--- src/rtl/axi_ic_pkg.sv ---
// Shared AXI interconnect definitions: BRESP codes, default ID widths and a
// width helper for round-robin pointers.
package axi_ic_pkg;

    localparam int unsigned AXI_ID_W  = 4;
    localparam int unsigned AXI_MID_W = 2;

    typedef enum logic [1:0] {
        RESP_OKAY   = 2'b00,
        RESP_EXOKAY = 2'b01,
        RESP_SLVERR = 2'b10,
        RESP_DECERR = 2'b11
    } bresp_e;

    // Ceiling log2, never below 1 so a pointer register is never zero-width.
    function automatic int unsigned clog2(input int unsigned n);
        int unsigned r;
        r = 1;
        while ((32'd1 << r) < n) begin
            r = r + 1;
        end
        return r;
    endfunction

endpackage

--- src/rtl/rr_arbiter.sv ---
// Combinational round-robin arbiter.
// Ports:
//   req     - request vector
//   ptr     - highest-priority index (must be < N)
//   en      - grant enable; no grant is issued when low
//   gnt     - one-hot grant (zero when no grant)
//   gnt_idx - binary index of the grant (zero when no grant)
//   any     - a grant was issued
module rr_arbiter
    import axi_ic_pkg::*;
#(
    parameter  int unsigned N     = 4,
    localparam int unsigned PTR_W = clog2(N)
) (
    input  logic [N-1:0]     req,
    input  logic [PTR_W-1:0] ptr,
    input  logic             en,
    output logic [N-1:0]     gnt,
    output logic [PTR_W-1:0] gnt_idx,
    output logic             any
);

    // Scan N positions starting at ptr, wrapping past N-1; first hit wins.
    always_comb begin
        int unsigned w_pos;
        gnt     = '0;
        gnt_idx = '0;
        any     = 1'b0;
        for (int unsigned k = 0; k < N; k++) begin
            w_pos = 32'(ptr) + k;
            if (w_pos >= N) begin
                w_pos = w_pos - N;
            end
            if (en && !any && req[w_pos]) begin
                gnt[w_pos] = 1'b1;
                gnt_idx    = PTR_W'(w_pos);
                any        = 1'b1;
            end
        end
    end

endmodule

--- src/rtl/wr_resp_arb.sv ---
// AXI B-channel return path for one master port: round-robin selection among
// slave responses whose ID master field matches sel, held in an output register.
// Ports:
//   aclk, areset      - clock, asynchronous active-high reset
//   sel               - master index served by this instance
//   bid_m/bresp_m/bvalid_m (registered), bready_m - master-side B channel
//   bid_s/bresp_s/bvalid_s (packed per slave), bready_s (one-hot or zero)
module wr_resp_arb
    import axi_ic_pkg::*;
#(
    parameter int unsigned NUM_S = 4,
    parameter int unsigned ID_W  = AXI_ID_W,
    parameter int unsigned MID_W = AXI_MID_W
) (
    input  logic                    aclk,
    input  logic                    areset,
    input  logic [MID_W-1:0]        sel,
    output logic [ID_W-1:0]         bid_m,
    output logic [1:0]              bresp_m,
    output logic                    bvalid_m,
    input  logic                    bready_m,
    input  logic [NUM_S*ID_W-1:0]   bid_s,
    input  logic [NUM_S*2-1:0]      bresp_s,
    input  logic [NUM_S-1:0]        bvalid_s,
    output logic [NUM_S-1:0]        bready_s
);

    localparam int unsigned PTR_W = clog2(NUM_S);

    logic [ID_W-1:0]  r_bid;
    logic [1:0]       r_bresp;
    logic             r_bvalid;
    logic [PTR_W-1:0] r_ptr;

    logic [NUM_S-1:0] w_req;
    logic [NUM_S-1:0] w_gnt;
    logic [PTR_W-1:0] w_gnt_idx;
    logic             w_any;
    logic             w_free;
    logic             w_en;
    logic [ID_W-1:0]  w_bid_sel;
    logic [1:0]       w_bresp_sel;

    // Only responses routed back to this master are candidates.
    always_comb begin
        w_req = '0;
        for (int unsigned i = 0; i < NUM_S; i++) begin
            w_req[i] = bvalid_s[i] && (bid_s[i*ID_W + ID_W - 1 -: MID_W] == sel);
        end
    end

    // A response draining this cycle frees the slot for a new one.
    assign w_free = !r_bvalid || bready_m;
    assign w_en   = w_free && !areset;

    rr_arbiter #(
        .N       (NUM_S)
    ) u_arb (
        .req     (w_req),
        .ptr     (r_ptr),
        .en      (w_en),
        .gnt     (w_gnt),
        .gnt_idx (w_gnt_idx),
        .any     (w_any)
    );

    assign w_bid_sel   = bid_s[32'(w_gnt_idx)*ID_W +: ID_W];
    assign w_bresp_sel = bresp_s[32'(w_gnt_idx)*2 +: 2];

    // Output register and round-robin pointer.
    always_ff @(posedge aclk or posedge areset) begin
        if (areset) begin
            r_bid    <= '0;
            r_bresp  <= '0;
            r_bvalid <= 1'b0;
            r_ptr    <= '0;
        end else if (w_any) begin
            r_bid    <= w_bid_sel;
            r_bresp  <= w_bresp_sel;
            r_bvalid <= 1'b1;
            r_ptr    <= (w_gnt_idx == PTR_W'(NUM_S - 1)) ? '0 : w_gnt_idx + PTR_W'(1);
        end else if (bready_m) begin
            r_bvalid <= 1'b0;
        end
    end

    assign bready_s = w_gnt;
    assign bid_m    = r_bid;
    assign bresp_m  = r_bresp;
    assign bvalid_m = r_bvalid;

endmodule

--- config.mk ---
export PLATFORM = sky130hd
export DESIGN_NAME = wr_resp_arb
export DESIGN_NICKNAME = d
export VERILOG_FILES = /design/src/rtl/axi_ic_pkg.sv /design/src/rtl/rr_arbiter.sv /design/src/rtl/wr_resp_arb.sv
export SDC_FILE = /design/constraint.sdc
export NUM_CORES = 1
export LEC_CHECK = 0
export CAP_MARGIN = 20
export CORE_AREA = 4 4 55 57
export DETAILED_ROUTE_END_ITERATION = 8
export DIE_AREA = 0 0 59 61
export GPL_TIMING_DRIVEN = 0
export PLACE_DENSITY = 0.8
export SLEW_MARGIN = 15
export SYNTH_ARGS = -nofsm -noshare
export SYNTH_HDL_FRONTEND = slang
export SYNTH_SLANG_ARGS = --single-unit
--- constraint.sdc ---
create_clock -name aclk -period 5.15 [get_ports aclk]
set_input_delay 1.03 -clock aclk [delete_from_list [all_inputs] [get_ports aclk]]
set_output_delay 1.03 -clock aclk [all_outputs]
set_load 0.05 [all_outputs]
Yosys cells after proc, flatten, opt, wreduce, memory -nomap -nowiden. Cells that the tools add are included. W data, S select, Z words.

Add/subtract/negate cells: 8. Magnitude comparators: 12. Equal/unequal tests: 5. Shift-type cells: 2. Multiplexer cells: 35. Bitwise gates (word level): 3. Reductions and logical operators: 23.

Operator list (count): $ge A32 B1 Y1 const B (4); $lt A32 B3 Y1 const B (4); $mux W32 (4); $ge A32 B3 Y1 const B (3); $sub A32 B3 Y32 const B (3); $logic_and A1 B1 Y1 (16); $mux W4 (4); $shiftx A16 B5 Y4 (1); $mux W1 (14); $or A4 B4 Y4 (3); $mux W2 (5); $bmux W1 S2 (4); $demux W1 S2 (4); $eq A2 B2 Y1 (4); $shiftx A8 B4 Y2 (1); $add A2 B2 Y3 const B (2); $logic_not A1 Y1 (5); $sub A2 B3 Y4 const B (1); $add A2 B1 Y3 const B (1); $ge A2 B3 Y1 const B (1); $add A2 B1 Y2 const B (1); $eq A2 B2 Y1 const B (1); $reduce_bool A2 Y1 (1); $logic_or A1 B1 Y1 (1).

Register bits after elaboration: 9. Output and inout bits: 11. Logic and storage cells: 92.

Longest topological paths before layout. Gate-level depths: netlist of run 1.

Word-level depth: 20. Gate-level depth with buffers: 13. Mapped depth without buffers: 9.

By module. From an unflattened synthesis of run 1, not the netlist that was laid out.

Cells, all modules: 124. Area total of the unflattened synthesis: 1151.1 sq um.

Modules (own cells, without submodules): wr_resp_arb (times used 1, cells each 60, area each 645.6 sq um, sequential area each 225.2 sq um); rr_arbiter (times used 1, cells each 64, area each 505.5 sq um, sequential area each 0.0 sq um).

Least setup slack after synthesis of run 1. No wires, ideal clock.

Kind: in2out. Start: input sel[0]. End: output bready_s[3]. Arrival time: 2956 ps. Slack: 1164 ps. Cell stages on the path: 9. Cells stage by stage: buf_6 -> xnor2_1 -> nand3_1 -> mux4_2 -> a21boi_0 -> nor2_1 -> nor2_1 -> a222oi_1 -> nand2_1.

Longest elaborated chain between the ends: 18. Elaborated cells between the ends (all ways): 36. Classes of those cells: 4 x eq/ne; 15 x mux; 3 x bitwise; 14 x reduce/logical.

Ends and longest elaborated chain: start, declared (line wr_resp_arb.sv:17) `input logic [MID_W-1:0] sel,`; $eq A2 B2 Y1 (line wr_resp_arb.sv:48) `w_req[i] = bvalid_s[i] && (bid_s[i*ID_W + ID_W - 1 -: MID_W] == sel);`; $logic_and A1 B1 Y1 (line wr_resp_arb.sv:48); $bmux W1 S2 (line rr_arbiter.sv:34) `if (en && !any && req[w_pos]) begin`; $mux W1 (not written as such) (line rr_arbiter.sv:34); $logic_and A1 B1 Y1 (line rr_arbiter.sv:34); $mux W1 (line rr_arbiter.sv:34); $logic_not A1 Y1 (line rr_arbiter.sv:34); $logic_and A1 B1 Y1 (2 in a row) (line rr_arbiter.sv:34); $mux W1 (line rr_arbiter.sv:34); $logic_not A1 Y1 (line rr_arbiter.sv:34); $logic_and A1 B1 Y1 (2 in a row) (line rr_arbiter.sv:34); $mux W1 (line rr_arbiter.sv:34); $logic_not A1 Y1 (line rr_arbiter.sv:34); $logic_and A1 B1 Y1 (2 in a row) (line rr_arbiter.sv:34); $mux W4 * (line rr_arbiter.sv:34); end, declared (line wr_resp_arb.sv:25) `output logic [NUM_S-1:0] bready_s`.

Mark *: on every way between the ends. The rest lies on a longest branch, timed or not. The select of a mux whose other input is x is not followed.

Final worst setup path of run 1.
Start: input bid_s[7]. End: output bready_s[0].

Longest elaborated chain between the ends: 18. Elaborated cells between the ends (all ways): 30. Classes of those cells: 1 x eq/ne; 15 x mux; 3 x bitwise; 11 x reduce/logical.

Ends and longest elaborated chain: start, declared (line wr_resp_arb.sv:22) `input logic [NUM_S*ID_W-1:0] bid_s,`; $eq A2 B2 Y1 * (line wr_resp_arb.sv:48); $logic_and A1 B1 Y1 * (line wr_resp_arb.sv:48); $bmux W1 S2 (line rr_arbiter.sv:34); $mux W1 (not written as such) (line rr_arbiter.sv:34); $logic_and A1 B1 Y1 (line rr_arbiter.sv:34); $mux W1 (line rr_arbiter.sv:34); $logic_not A1 Y1 (line rr_arbiter.sv:34); $logic_and A1 B1 Y1 (2 in a row) (line rr_arbiter.sv:34); $mux W1 (line rr_arbiter.sv:34); $logic_not A1 Y1 (line rr_arbiter.sv:34); $logic_and A1 B1 Y1 (2 in a row) (line rr_arbiter.sv:34); $mux W1 (line rr_arbiter.sv:34); $logic_not A1 Y1 (line rr_arbiter.sv:34); $logic_and A1 B1 Y1 (2 in a row) (line rr_arbiter.sv:34); $mux W4 * (line rr_arbiter.sv:34).

Marks and branches as above.

==> reports/results.ini, run 1 <==
[timing]
slew_violations=0
grt_setup_unrepaired=no
hold_viol_final=0
setup_viol=0
slew_headroom_pct=24.8
period_minus_slack_ns=4.93
max_freq_mhz=203
worst_pin_slew_ns=1.13
post-route-period-util_pct=95.7
finalClockSkew_ns=0.00302
fin_setup_tns_ns=0

[global_routing]
grt_most_used_layer=met2
grtUsageMet2_pct=30.8
met3_usage_pct=1.49
grt_pass1_wl_um=4820
track_usage_pct=17.0
overflow=0
grt_max_degree=12
grt_use_met1_pct=22.1
grt_pass1_vias=1113
antenna_found_initial=0

[layout]
multi_input_area_sq_um=763
nNetsFinal=211
seq_area_sq_um=225
utilization_pct=63.6
fill_cells=222
diodes=0
layout-drive-gt1-share_pct=7.10
areaGrowthSynthToFinish_pct=44.0

[place]
gp_congestion=0.874
hpwl_um=2500
portBuffers=41

[power_and_ir_drop]
power_mw=0.897
power_per_cell_area_nw_per_um2=569
vdd_drop_max_uv=424
power_frac_clock_pct=6.3
internal-power_mw=0.424
combPwrFrac_pct=77.6
switching_share_pct=52.7
switching_power_mw=0.473
p_seq_share_pct=16.2
leakagePower_nw=0.702

[critical_path]
cp_cell_sequence=clkdlybuf4s50_1, xnor2_1, nand3_1, mux4_2, a21boi_0, nor2_1, nor2_1, a222oi_1, nand2_1, clkdlybuf4s50_1
cp_slowest_stage_delay_ns=0.71
critPathMaxFanout=7
path_delay_family=buffers and inverters
path_class=input port to output port
arrival_ns=3.90
path_buf_inv=2
crit_path_end_kind=output port
crit_slowest_cell=clkdlybuf4s50_1
cp-start-kind=input port
cp.required_ns=4.12

[yosys]
yosys_warnings=0
synth_nets=165
synth-main-ff-cell=dfrtp_1
synth_seq_cells=9
syn-cell-area_sq_um=1090
syn_inst=124
syn_area_per_cell_sq_um=8.83
synth_edf_count=0
synth_cell_type_count=36
ys_seq_area_share_pct=20.6
async_reset_ff_share_pct=100

[job]
max-cap-violations=0

[clock_tree]
cts.sink_count=9
clk_pin_slew_ns=0.06
cts_tree=done
h-tree-depth=1
ctsRootBufferMaster=clkbuf_4
cts_buffer_depth=2
clkLatencyLatePin_ns=0.27
cts_buffers=3
cts_setup_buffers=0
cts_hold_buffers=0

[die]
die_w_um=59
die_height_um=61
pin_count=44
num_rows=18
start_util_pct=44.2
coreArea_sq_um=2480
die-area_sq_um=3600

[detailed_routing]
routed_wl_um=3030
wl_per_cell_um=15.2
drt_iter0_markers=69
detail-route-antenna-nets=0
vias_per_cell=5.76
vias=1146
drc=0
drt_pre_antenna_iters=4

[worst_hold_path]
hp-class=flip-flop to flip-flop

[run_status]
status=completed

## timing repair
item,in CTS,in global routing
endpoints found under the setup margin,0,3
resized for setup,0,3
hold endpoints to repair,0,0
## cell families after synthesis
logic type	after synthesis	synth area share, %
buf+inv	16	9.71
mux	8	8.57
xor+xnor	10	8.00
fa+ha+maj	8	9.14
flops	9	20.6
compound gates	37	27.5
simple gates	36	16.5
## per-stage QoR
| step | hold WS (ns) | area (sq um) | std cells | worst slack [ns] |
|---|---|---|---|---|
| 6_report | 0.546 | 1580 | 199 | 0.221 |
| 4_1_cts | 0.553 | 1570 | 199 | 0.0880 |
| 3_3_place_gp | 0.523 | 1540 | 195 | 0.225 |
| 5_1_grt | 0.577 | 1580 | 199 | 0.0269 |
| 3_5_place_dp | 0.537 | 1540 | 195 | 0.0927 |
| 2_1_floorplan | 0.579 | 1090 | 124 | 1.16 |
## path summary, 6_finish.rpt
check | from | slack (ns) | cells after the start | end
hold / removal | bresp_m[1] | 0.55 | 2 | bresp_m[1]
min in group asynchronous | areset | 1.04 | 2 | bresp_m[1]
max in group asynchronous | areset | 3.83 | 2 | bid_m[1]
setup / recovery | bid_s[7] | 0.22 | 10 | bready_s[0]
hold reg to reg | bresp_m[1] | 0.55 | 2 | bresp_m[1]
setup reg to reg | r_ptr[0] | 1.63 | 9 | bid_m[0]
## layout make-up
type | count | area share (%)
buffer | 6 | 4.37
clock buffer | 4 | 1.67
inverter | 10 | 2.38
multi-input combinational | 99 | 48.4
sequential | 9 | 14.3
tap | 30 | 2.38
timing repair buffer | 41 | 26.5
## flip-flops by register name, indices dropped and copies added (netlist names)
register / cells
bid_m: 4
r_ptr: 2
bresp_m: 2
bvalid_m: 1
## power groups by stage
stage	clock network (mW)	logic (mW)	registers, mW
2_1_floorplan	0	0.411	0.237
3_3_place_gp	0	0.688	0.144
3_5_place_dp	0	0.696	0.145
4_1_cts	0.0580	0.696	0.146
5_1_grt	0.0594	0.755	0.150
6_report	0.0562	0.696	0.145
## cells in the final DEF (no fill, tap or decap), drive strengths merged, types with 2 or more instances in the layout
master          n
a211oi          6
a21boi          7
a221oi          6
a222oi          4
a32oi           2
and2            3
and3            2
buf             6
clkbuf          4
clkdlybuf4s50  38
dfrtp           9
dlymetal6s2s    3
ha              8
inv            10
mux2i           6
nand2          13
nand2b          2
nand3           5
nand4           3
nor2            6
o21ai           3
o221ai          2
xnor2           9
## routing by layer
layer	wire length, um	vias to the layer above	share of wire [%]
li1	-	560	-
met4	11	0	0.36
met3	184	2	6.1
met2	1550	49	51
met5	0	-	0
met1	1290	535	43
## worst min-delay path, stage by stage, from the launching register on
cell and delay, ns:
dfrtp_1 0.37, inv_1 0.06, a221oi_1 0.07
## synth_stat cells, drive strengths merged (4+ instances only)
master  instances  share of area [%]
nand2          13                4.5
inv            10                3.4
dfrtp           9                 21
xnor2           9                7.2
ha              8                9.1
a21boi          7                4.8
a211oi          6                4.1
a221oi          6                4.8
buf             6                6.3
mux2i           6                5.5
nor2            6                2.1
nand3           5                2.3
a222oi          4                3.7
Note: power is estimated with default switching activity, not from simulation.
==> run 2, diff against run 1 <==
GPL_TIMING_DRIVEN = unset   (was 0)
==> run 2 against run 1 <==
Effect of this change:
- cell area is 4.1% lower
- highest routed layer unchanged
- flip-flop and latch count stayed put
- clock power is 2% lower
- critical path type unchanged
- largest cell class unchanged
- critical path depth stayed put
==> reports/results.ini, run 2 (same netlist as run 1, synthesis figures left out) <==
[run_status]
status=completed  ; unchanged

[global_routing]
overflow=0  ; unchanged
grt_pass1_vias=1152  ; was 1113
grt_max_degree=17  ; was 12
antenna_found_initial=0  ; unchanged
track_usage_pct=18.2  ; was 17.0%
grt_pass1_wl_um=5090  ; was 4820 um

[power_and_ir_drop]
power_per_cell_area_nw_per_um2=558  ; was 569 nW/um^2
vdd_drop_max_uv=467  ; was 424 uV
leakagePower_nw=0.632  ; was 0.702 nW

[detailed_routing]
drt_iter0_markers=43  ; was 69
wl_per_cell_um=15.7  ; was 15.2 um
drt_pre_antenna_iters=5  ; was 4
vias_per_cell=5.76  ; about the same
vias=1124  ; was 1146
detail-route-antenna-nets=0  ; unchanged
routed_wl_um=3060  ; was 3030 um
drc=0  ; unchanged

[die]
num_rows=18  ; unchanged
coreArea_sq_um=2480  ; unchanged
start_util_pct=44.2  ; unchanged
die_w_um=59  ; unchanged
die_height_um=61  ; unchanged
pin_count=44  ; unchanged
die-area_sq_um=3600  ; unchanged

[layout]
diodes=0  ; unchanged
seq_area_sq_um=225  ; unchanged
nNetsFinal=207  ; was 211
areaGrowthSynthToFinish_pct=38.1  ; was 44.0%
fill_cells=231  ; was 222
largest_reg_flops=4  ; unchanged
multi_input_area_sq_um=763  ; unchanged
layout-drive-gt1-share_pct=7.27  ; was 7.10%
final_cell_mix=39 x clkdlybuf4s50_1, 13 x nand2_1, 10 x inv_1  ; was 38 x clkdlybuf4s50_1, 13 x nand2_1, 10 x inv_1
layout_commonest_cell=clkdlybuf4s50_1  ; unchanged
finalNonFillerCells=195  ; was 199

[place]
hpwl_um=2490  ; was 2500 um
placedCellCount=191  ; was 195
portBuffers=43  ; was 41
gp_congestion=0.870  ; was 0.874

[critical_path]
path_class=input port to output port  ; unchanged
cp.required_ns=4.12  ; about the same
cp-start-kind=input port  ; unchanged
cp_slowest_stage_delay_ns=0.62  ; was 0.71 ns
cpMostUsedCell=nor2_1
cp_cell_sequence=clkdlybuf4s50_1, xnor2_1, nand3_1, mux4_2, a21boi_0, nor2_1, nor2_1, a222oi_1, nand2_1, buf_4  ; was clkdlybuf4s50_1, xnor2_1, nand3_1, mux4_2, a21boi_0, nor2_1, nor2_1, a222oi_1, nand2_1, clkdlybuf4s50_1
path_buf_inv=2  ; unchanged
critPathMaxFanout=7  ; unchanged
crit_slowest_cell=clkdlybuf4s50_1  ; unchanged
crit_path_end_kind=output port  ; unchanged
path_delay_family=buffers and inverters  ; unchanged
arrival_ns=3.65  ; was 3.90 ns

[timing]
finalClockSkew_ns=0.00299  ; was 0.00302 ns
slew_headroom_pct=33.9  ; was 24.8%
fin_setup_tns_ns=0  ; unchanged
grt_setup_unrepaired=no  ; unchanged
whs_ns=0.544  ; was 0.546 ns
slew_violations=0  ; unchanged
period_minus_slack_ns=4.68  ; was 4.93 ns
hold_viol_final=0  ; unchanged
setup_viol=0  ; unchanged
worst_pin_slew_ns=0.990  ; was 1.13 ns
max_freq_mhz=214  ; was 203 MHz
post-route-period-util_pct=90.9  ; was 95.7%

[clock_tree]
cts_buffer_depth=2  ; unchanged
h-tree-depth=1  ; unchanged
cts_setup_buffers=0  ; unchanged
clkLatencyLatePin_ns=0.26  ; was 0.27 ns
ctsResizeCount=0  ; unchanged
cts_tree=done  ; unchanged
cts_hold_buffers=0  ; unchanged
cts_buffers=3  ; unchanged
clk_pin_slew_ns=0.06  ; about the same
ctsRootBufferMaster=clkbuf_4  ; unchanged
cts.sink_count=9  ; unchanged

[job]
max-cap-violations=0  ; unchanged

[worst_hold_path]
hp-class=flip-flop to flip-flop  ; unchanged

-- run 2: changes by cell type in the layout (fill, tap and decap cells not counted) --
| cell | before | now |
|---|---|---|
| buf_12 | 1 | 0 |
| buf_1 | 1 | 0 |
| buf_4 | 0 | 4 |
| clkdlybuf4s50_1 | 38 | 39 |
| clkinv_2 | 0 | 1 |
| clkbuf_1 | 1 | 0 |
| buf_6 | 4 | 0 |
| dlymetal6s2s_1 | 3 | 0 |
-- run 2: path summary, 6_finish.rpt --
path | start | end | slack [ns] | cells after the start
min in group asynchronous | areset | bresp_m[1] | 1.05 | 2
setup / recovery | sel[0] | bready_s[1] | 0.47 | 10
hold / removal | bresp_m[1] | bresp_m[1] | 0.54 | 2
max in group asynchronous | areset | r_ptr[1] | 3.83 | 2
hold reg to reg | bresp_m[1] | bresp_m[1] | 0.54 | 2
setup reg to reg | r_ptr[0] | bresp_m[1] | 1.90 | 8
-- run 2: per-layer routing --
layer	track usage [%]	vias up	wire length, um
met1	21.3	528	1230
met2	33.6	45	1600
met5	0	-	0
met3	3.83	2	213
met4	4.85	0	18
li1	-	549	-
-- run 2: metrics by stage --
step	area (sq um)	total power [mW]	worst slack, ns	utilization (%)
3_5_place_dp	1480	0.784	0.504	59.9
6_report	1510	0.844	0.469	61.0
5_1_grt	1510	0.913	0.232	61.0
3_3_place_gp	1480	0.765	0.670	59.9
4_1_cts	1510	0.843	0.505	61.0
2_1_floorplan	1090	0.648	1.16	-
-- run 2: tightest hold or removal path, delay by kind of cell, from the launching register on --
kind	cells	cell delay, ns
flip-flops	1	0.37
buffers and inverters	1	0.05
AO/OA/AOI/OAI	1	0.07
-- run 2: area by class of cell --
cell class	count	share of cell area (%)
Tap cell	30	2.48
Clock inverter	1	0.331
Clock buffer	3	1.49
Timing Repair Buffer	43	27.8
Multi-Input combinational cell	99	50.5
Inverter	10	2.48
Sequential cell	9	14.9
-- run 2: report_power, final --
part           internal [mW]  leakage, nW  switching [mW]  total, mW
logic                  0.242        0.510           0.393      0.634
clock network         0.0287       0.0177          0.0266     0.0553
registers              0.110        0.104          0.0445      0.154
==> run 3, diff against run 2 <==
SLEW_MARGIN = 5   (was 15)
==> results of run 3 <==
The final DEF is identical to that of run 2; final timing and power are the same.
